## config.mk

```make
export PLATFORM = sky130hd
export DESIGN_NAME = countdown_timer
export DESIGN_NICKNAME = d
export VERILOG_FILES = /design/src/rtl/countdown_timer.sv
export SDC_FILE = /design/constraint.sdc
export NUM_CORES = 1
export LEC_CHECK = 0
export BUFFER_PORTS_ARGS = -buffer_cell sky130_fd_sc_hd__buf_4
export CORE_MARGIN = 2
export CORE_UTILIZATION = 55
export DETAILED_ROUTE_END_ITERATION = 8
export PLACE_DENSITY = 0.83
export SLEW_MARGIN = 20
export SYNTH_ARGS = -nofsm -noshare
export SYNTH_HDL_FRONTEND = slang
export SYNTH_SLANG_ARGS = --single-unit
```

## constraint.sdc

```tcl
create_clock -name clk -period 3 [get_ports clk]
set_input_delay 0.6 -clock clk [delete_from_list [all_inputs] [get_ports clk]]
set_output_delay 0.6 -clock clk [all_outputs]
set_load 0.03 [all_outputs]
```

## src/rtl/countdown_timer.sv

```systemverilog
// Minutes:seconds countdown timer: set mm:ss in IDLE, count down on en_1, alarm at 00:00.
// Latency: raw button to state change is 4 clk edges (2-FF sync, history FF, registered edge pulse).
// No flow control: en_1 ticks and button edges are consumed in the cycle they appear.
module countdown_timer #(
    parameter int MAX_MIN    = 99,
    parameter int ALARM_SECS = 30
) (
    input  logic       clk,
    input  logic       rst_n,
    input  logic       en_1,
    input  logic       adjust,
    input  logic       sel_min,
    input  logic       up,
    input  logic       down,
    input  logic       start,
    input  logic       clear,
    output logic [6:0] min_bin,
    output logic [5:0] sec_bin,
    output logic       running,
    output logic       done,
    output logic       alarm
);

    localparam int              CW         = $clog2(ALARM_SECS + 1);
    localparam logic [6:0]      MIN_TOP    = 7'(MAX_MIN);
    localparam logic [5:0]      SEC_TOP    = 6'd59;
    localparam logic [CW-1:0]   ALARM_LAST = CW'(ALARM_SECS - 1);

    typedef enum logic [1:0] {
        S_IDLE,
        S_RUN,
        S_PAUSE,
        S_DONE
    } state_t;

    state_t        state;
    logic [CW-1:0] alarm_cnt;

    // Button pipeline, bit order {start, down, up}: two sync stages, one history stage,
    // and a registered rising-edge pulse so a held button yields a single edge.
    logic [2:0] btn_s1;
    logic [2:0] btn_s2;
    logic [2:0] btn_s3;
    logic [2:0] btn_edge;

    logic up_e;
    logic down_e;
    logic start_e;

    assign up_e    = btn_edge[0];
    assign down_e  = btn_edge[1];
    assign start_e = btn_edge[2];

    // Button conditioning plus the timer FSM; every output is a register written here.
    always_ff @(posedge clk) begin
        if (!rst_n || clear) begin
            btn_s1    <= '0;
            btn_s2    <= '0;
            btn_s3    <= '0;
            btn_edge  <= '0;
            state     <= S_IDLE;
            min_bin   <= '0;
            sec_bin   <= '0;
            running   <= 1'b0;
            done      <= 1'b0;
            alarm     <= 1'b0;
            alarm_cnt <= '0;
        end else begin
            btn_s1   <= {start, down, up};
            btn_s2   <= btn_s1;
            btn_s3   <= btn_s2;
            btn_edge <= btn_s2 & ~btn_s3;
            done     <= 1'b0;

            unique case (state)
                S_IDLE: begin
                    if (start_e && (min_bin != '0 || sec_bin != '0)) begin
                        state   <= S_RUN;
                        running <= 1'b1;
                    end else if (adjust && (up_e ^ down_e)) begin
                        // Fields wrap independently; no carry or borrow while setting.
                        if (sel_min) begin
                            if (up_e) min_bin <= (min_bin == MIN_TOP) ? 7'd0 : min_bin + 7'd1;
                            else      min_bin <= (min_bin == 7'd0) ? MIN_TOP : min_bin - 7'd1;
                        end else begin
                            if (up_e) sec_bin <= (sec_bin == SEC_TOP) ? 6'd0 : sec_bin + 6'd1;
                            else      sec_bin <= (sec_bin == 6'd0) ? SEC_TOP : sec_bin - 6'd1;
                        end
                    end
                end

                S_RUN: begin
                    // A start edge pauses and swallows a coincident tick.
                    if (start_e) begin
                        state   <= S_PAUSE;
                        running <= 1'b0;
                    end else if (en_1) begin
                        if (sec_bin != 6'd0) begin
                            sec_bin <= sec_bin - 6'd1;
                            if (sec_bin == 6'd1 && min_bin == 7'd0) begin
                                state     <= S_DONE;
                                running   <= 1'b0;
                                done      <= 1'b1;
                                alarm     <= 1'b1;
                                alarm_cnt <= '0;
                            end
                        end else if (min_bin != 7'd0) begin
                            sec_bin <= SEC_TOP;
                            min_bin <= min_bin - 7'd1;
                        end
                    end
                end

                S_PAUSE: begin
                    if (start_e) begin
                        state   <= S_RUN;
                        running <= 1'b1;
                    end
                end

                S_DONE: begin
                    // Acknowledge or timeout returns to IDLE without launching a new run.
                    if (start_e) begin
                        state     <= S_IDLE;
                        alarm     <= 1'b0;
                        alarm_cnt <= '0;
                    end else if (en_1) begin
                        if (alarm_cnt == ALARM_LAST) begin
                            state     <= S_IDLE;
                            alarm     <= 1'b0;
                            alarm_cnt <= '0;
                        end else begin
                            alarm_cnt <= alarm_cnt + 1'b1;
                        end
                    end
                end

                default: state <= S_IDLE;
            endcase
        end
    end

endmodule

```

==> results of run 1 <==
-- how the worst max path moves through the flow --
| stage | cells after the start | startpoint | end | slack (ns) |
|---|---|---|---|---|
| 3_3_place_gp | 7 | min_bin[0]$_SDFFE_PP0P_ | min_bin[0]$_SDFFE_PP0P_ | 0.88 |
| 4_1_cts | 7 | min_bin[0]$_SDFFE_PP0P_ | min_bin[0]$_SDFFE_PP0P_ | 0.82 |
| 2_1_floorplan | 7 | min_bin[0]$_SDFFE_PP0P_ | min_bin[0]$_SDFFE_PP0P_ | 0.89 |
| 6_report | 7 | min_bin[0]$_SDFFE_PP0P_ | min_bin[5]$_SDFFE_PP0P_ | 0.78 |
| 5_1_grt | 5 | state[0]$_SDFFE_PP0P_ | sec_bin[3]$_SDFFE_PP0P_ | 0.59 |
| 3_5_place_dp | 7 | min_bin[0]$_SDFFE_PP0P_ | min_bin[0]$_SDFFE_PP0P_ | 0.83 |
-- power groups by stage --
stage | Clock (W) | Sequential, W | Combinational (W)
global placement | 0 | 0.000479 | 0.0000344
global route | 0.000387 | 0.000469 | 0.0000385
finish | 0.000360 | 0.000468 | 0.0000355
detailed placement | 0 | 0.000479 | 0.0000354
floorplan | 0 | 0.000479 | 0.0000192
CTS | 0.000369 | 0.000468 | 0.0000356
-- worst max-delay path: cells and delay by family (launching register included) --
kind	cells	cell delay [ns]
compound gates	3	0.99
fa+ha+maj	1	0.25
buf+inv	1	0.10
flops	1	0.42
simple gates	2	0.35
-- sequential cells by signal, summed over array words and instances (netlist names), 2 cells and up --
register   flops
btn_edge       3
alarm_cnt      5
btn_s3         3
sec_bin        6
state          2
btn_s2         3
btn_s1         3
min_bin        7
-- cells in the final DEF (no fill, tap or decap), types with 2 or more instances in the layout --
master	instances
nor3b_1	2
clkinvlp_4	2
a32o_1	3
clkbuf_8	5
a41oi_1	3
xnor2_1	3
o311a_1	2
o21ai_0	12
and4_1	3
mux2_2	2
a41o_1	2
o21a_1	2
o211ai_1	3
a211oi_1	3
o221a_2	3
nor2b_1	9
dfxtp_1	35
and2_1	14
o31ai_1	3
nand2_1	16
buf_4	27
or3_1	9
o22ai_1	2
a311oi_1	3
nor2_1	19
nand2b_1	4
nand4_1	3
a21oi_1	11
o32ai_1	2
a22oi_1	3
o21ai_1	2
or2_2	2
nor3_1	4
nand3_1	12
o2bb2ai_1	2
inv_1	12
ha_1	8
-- cell families (layout without fill, tap and decap cells) --
group	count (synthesis)	count (layout)	synth area share, %
DFF	35	35	31.9
muxes	3	3	1.48
and+or+nand+nor	108	108	28.9
xor gates and xnor gates	3	3	1.20
AOI/OAI and AO/OA	75	75	26.7
adders and majority gates	8	8	4.56
buffers and inverters	27	47	5.24
-- per-stage QoR --
step | setup slack [ns] | cells | utilization (%)
after floorplan | 0.891 | 259 | -
after global placement | 0.877 | 319 | 63.8
after detailed placement | 0.832 | 319 | 63.8
after CTS | 0.818 | 327 | 66.3
after global routing | 0.593 | 327 | 66.3
final | 0.780 | 327 | 66.3
-- routing by layer --
layer  vias to the layer above  GRT usage, %  part of all wire, %
met5                         -             0                    0
met2                        85          41.3                   47
met4                         0          6.12                  1.2
met1                       943          32.6                   45
li1                       1010             -                    -
met3                         8          5.33                  6.6
-- final cells by class --
| cell class | count | area share, % |
|---|---|---|
| well taps | 48 | 2.42 |
| flip-flops and latches | 35 | 28.2 |
| repair buffers | 27 | 8.17 |
| clock inverters | 3 | 0.958 |
| inverters | 12 | 1.81 |
| clock buffers | 5 | 2.77 |
| multi-input cells | 197 | 55.6 |
==> results.yml, run 1 <==
power:
  power-per-cell-area_mw_per_mm2: 348
  clockPowerShare_pct: 41.7
  total_power_w: 0.000864
  p_leak_nw: 0.901
  p_switching_w: 0.000215
  p_sw_share_pct: 24.9
  p_seq_share_pct: 54.2
  p_int_w: 0.000649
  ir_worst_vdd_mv: 0.311
  combPwrFrac_pct: 4.1
synthesis:
  synthTopCellsByCount: "dfxtp_1, nor2_1, nand2_1, and2_1"
  ys_types: 64
  yosysMostFrequentCell: "dfxtp_1"
  ys_top_cells_by_area: "dfxtp_1, ha_1, and2_1"
  synthCells: 259
  synth_area_mm2: 0.00220
  synth_flop_cell: "dfxtp_1"
  synth_top_area_share_pct: 31.9
  synth-edff-count: 0
  synth_fp_nets: 276
  yosys_warnings: 0
  ys_ff_latch: 35
  syn_avg_cell_area_um2: 8.48
  synth_top_cell_by_area: "dfxtp_1"
  yosysSeqAreaShare_pct: 31.9
  ys_async_sr_fraction_pct: 0
global_route:
  gr-total-overflow: 0
  grt_use_total_pct: 24.8
  antenna_found_initial: 0
  grt_pass1_vias: 1877
  grt_max_degree: 19
  grt_pass1_wl_um: 8630
critical_path:
  path_cells: "inv_1, ha_1, nor4b_4, and2_1, o21ai_0, a22oi_1, o221a_1"
  r2r_cells: 7
  r2r-start: "min_bin[0]$_SDFFE_PP0P_"
  critPathMaxStageDelay_ns: 0.58
  cp-end-kind: "flop"
  crit_path_start_kind: "flop"
  crit_fanout: 6
  worstPathArrival_ns: 2.41
  cp.required_ns: 3.19
  ff2ff_setup_slack_ns: 0.78
  path_class: "reg -> reg"
  critPathSlowestCell: "o21ai_0"
  reg2reg_to: "min_bin[5]$_SDFFE_PP0P_"
place:
  port-buffer-count: 24
  hpwl_um: 3570
  place_area_mm2: 0.00239
  place_congestion: 0.995
cells_and_area:
  nets: 295
  fin_area_mm2: 0.00248
  syn_to_final_growth_pct: 13.0
  regArea_um2: 701
  multi_input_area_mm2: 0.00138
  antenna_cells: 0
  drive_gt1_share_pct: 18.6
  nFillCells: 336
clock_tree:
  clk_latency_ns: 0.29
  numCtsBuffers: 5
  cts_tree: "built"
  ctsResizeCount: 0
  post-cts-setup-buffers: 0
  htree_levels: 2
  ctsHoldBuffers: 0
  root_buffer: "clkbuf_8"
  clockBufferDepth: 2
  clk_pin_slew_ns: 0.08
  cts.sinks: 35
sta:
  post-route-period-util_pct: 74.0
  rsz0062_at_grt: "no"
  setup_violations: 0
  drv_slew: 0
  hold_viol: 0
  totalNegativeSetupSlack_ns: 0
  fmax_mhz: 451
  fin_crit_ns: 2.22
  worstMarginPinSlew_ns: 0.717
  max_slew_margin_pct: 51.7
  holdWs_ns: 0.384
  skew_ns: 0.00513
hold_path:
  holdCritPathClass: "reg -> reg"
  min_to: "btn_edge[2]$_SDFF_PP0_"
  worstHoldStart: "btn_s3[2]$_SDFF_PP0_"
  min_path_cells: 1
detailed_routing:
  dr_total_vias: 2046
  wl_per_cell_um: 15.4
  drt_iter0_drc: 377
  routed_wl_um: 5040
  viasPerCell: 6.26
  remaining_drc_errors: 0
  antenna_left: 0
  drtPass1Iterations: 5
floorplanning:
  dieHeight_um: 67.2
  start_util_pct: 58.7
  io_pins: 25
  die_w_um: 67.2
  fp-row-count: 22
  core_area_mm2: 0.00374
  die_area_mm2: 0.00452
outcome:
  status: "finished clean"
flow_run:
  maxCapViolCount: 0
No activity file was read; power rests on OpenSTA's default activity.
==> run 2: changes to the inputs <==
==> constraint.sdc (replaced) <==
create_clock -name clk -period 2.2 [get_ports clk]
set_input_delay 0.44 -clock clk [delete_from_list [all_inputs] [get_ports clk]]
set_output_delay 0.44 -clock clk [all_outputs]
set_load 0.03 [all_outputs]
==> run 2 against run 1 <==
Effect of this change:
- sequential share of layout area is 2.2 points lower
- setup slack worse by 0.64 ns
- combinational power grew 46%
- clock-buffer cell count is the same
- largest cell class unchanged
- largest power group unchanged
- highest routed layer unchanged
==> results.yml, run 2 (synthesized netlist as in run 1, its figures left out) <==
outcome:
  status: "finished clean"
critical_path:
  cp.required_ns: 2.39
  crit_path_start_kind: "flop"
  r2r-start: "min_bin[0]$_SDFFE_PP0P_"
  reg2reg_to: "min_bin[3]$_SDFFE_PP0P_"
  worstPathArrival_ns: 2.25
  ff2ff_setup_slack_ns: 0.14
  cp-end-kind: "flop"
  r2r_cells: 8
  crit_fanout: 4
  path_class: "reg -> reg"
clock_tree:
  cts_tree: "built"
  numCtsBuffers: 5
  clockBufferDepth: 2
  root_buffer: "clkbuf_8"
  clk_pin_slew_ns: 0.07
  ctsHoldBuffers: 0
  clk_latency_ns: 0.29
  cts.sinks: 35
  htree_levels: 2
place:
  place_area_mm2: 0.00254
  dp_worst_setup_slack_ns: 0.0721
  place_congestion: 0.965
  dp_cells: 339
  port-buffer-count: 24
  hpwl_um: 3890
detailed_routing:
  dr_total_vias: 2141
  routed_wl_um: 5480
  drtPass1Iterations: 4
  wl_met2_um: 2570
  drt_iter0_drc: 201
  maxUsedRoutingLayer: "met4"
  remaining_drc_errors: 0
  wl_met1_um: 2520
  wl_per_cell_um: 15.7
  viasPerCell: 6.12
  antenna_left: 0
  wl_met3_um: 297
sta:
  setup_violations: 0
  fmax_mhz: 485
  layout_setup_ws_ns: 0.138
  fin_crit_ns: 2.06
  hold_viol: 0
  max_slew_margin_pct: 57.8
  post-route-period-util_pct: 93.7
  skew_ns: 0.00469
  drv_slew: 0
  worstMarginPinSlew_ns: 0.633
cells_and_area:
  fin_area_mm2: 0.00269
  syn_to_final_growth_pct: 22.6
  layout_common_cells: "buf_4, dfxtp_1, nor2_1"
  nFillCells: 301
  multi_input_area_mm2: 0.00140
  largest_register: "min_bin"
  final_cells: 350
  drive_gt1_share_pct: 25.5
  antenna_cells: 0
  post-route-util_pct: 71.9
  layout_commonest_cell: "buf_4"
  regArea_um2: 701
  largest_reg_flops: 7
  nets: 318
  top_regs: "min_bin (7), sec_bin (6), alarm_cnt (5)"
power:
  ir_worst_vdd_mv: 0.574
  total_power_w: 0.00128
  p_leak_nw: 1.04
  power-per-cell-area_mw_per_mm2: 476
hold_path:
  worstHoldStart: "start"
  min_to: "btn_s1[2]$_SDFF_PP0_"
  min_path_cells: 2
  holdCritPathClass: "in -> reg"
floorplanning:
  dieHeight_um: 67.2
  core_area_mm2: 0.00374
  start_util_pct: 58.7
  fp-row-count: 22
  die_area_mm2: 0.00452
  die_w_um: 67.2
  io_pins: 25
global_route:
  grt_max_degree: 17
  grt_pass1_wl_um: 8630
  grt_pass1_vias: 1848
  gr-total-overflow: 0
  antenna_found_initial: 0
  grt_use_total_pct: 25.0
flow_run:
  maxCapViolCount: 0
## run 2: worst max-delay path by stage
stage                                 to  slack, ns  depth (start not counted)                     from
3_3_place_gp     min_bin[0]$_SDFFE_PP0P_       0.15                          7  min_bin[0]$_SDFFE_PP0P_
4_1_cts          min_bin[0]$_SDFFE_PP0P_       0.06                          7  min_bin[0]$_SDFFE_PP0P_
6_report         min_bin[3]$_SDFFE_PP0P_       0.14                          8  min_bin[0]$_SDFFE_PP0P_
3_5_place_dp     min_bin[0]$_SDFFE_PP0P_       0.07                          7  min_bin[0]$_SDFFE_PP0P_
5_1_grt        alarm_cnt[1]$_SDFFE_PP0P_     -0.007                          8  min_bin[0]$_SDFFE_PP0P_
2_1_floorplan    min_bin[0]$_SDFFE_PP0P_       0.09                          7  min_bin[0]$_SDFFE_PP0P_
## run 2: per-layer routing
metal	up-vias	global-route usage (%)
met5	-	0
met4	0	8.93
met3	11	5.17
met2	80	39.9
met1	1001	33.6
li1	1049	-
## run 2: cell type report
cell class	instances	area share, %
multi-input cells	197	52.0
flip-flops and latches	35	26.0
repair buffers	50	13.9
clock buffers	5	2.56
well taps	48	2.23
inverters	12	1.67
clock inverters	3	1.63
## run 2: timing repair
item	CTS	global route
buffers inserted	0	3
endpoints found under the setup margin	0	12
gates resized for setup	0	4
## run 2: per-stage QoR
step	hold WS [ns]	TNS (ns)
finish	0.346	0
global route	0.355	-0.00796
CTS	0.342	0
detailed placement	0.373	0
global placement	0.371	0
floorplan	0.367	0
## run 2: where the power goes
group / leakage (nW) / internal (W) / switching [W] / total, W
sequential: 0.282 / 0.000637 / 0.00000140 / 0.000638
combinational: 0.700 / 0.0000230 / 0.0000287 / 0.0000517
clock: 0.0581 / 0.000337 / 0.000254 / 0.000591
## run 2: worst max-delay path, cell delays in order, from the launching register on
cell     delay (ns)
dfxtp_1        0.31
inv_1          0.09
ha_2           0.22
nor4b_4        0.30
buf_4          0.18
and2_1         0.20
nor3_2         0.09
or2_2          0.32
a32o_1         0.25
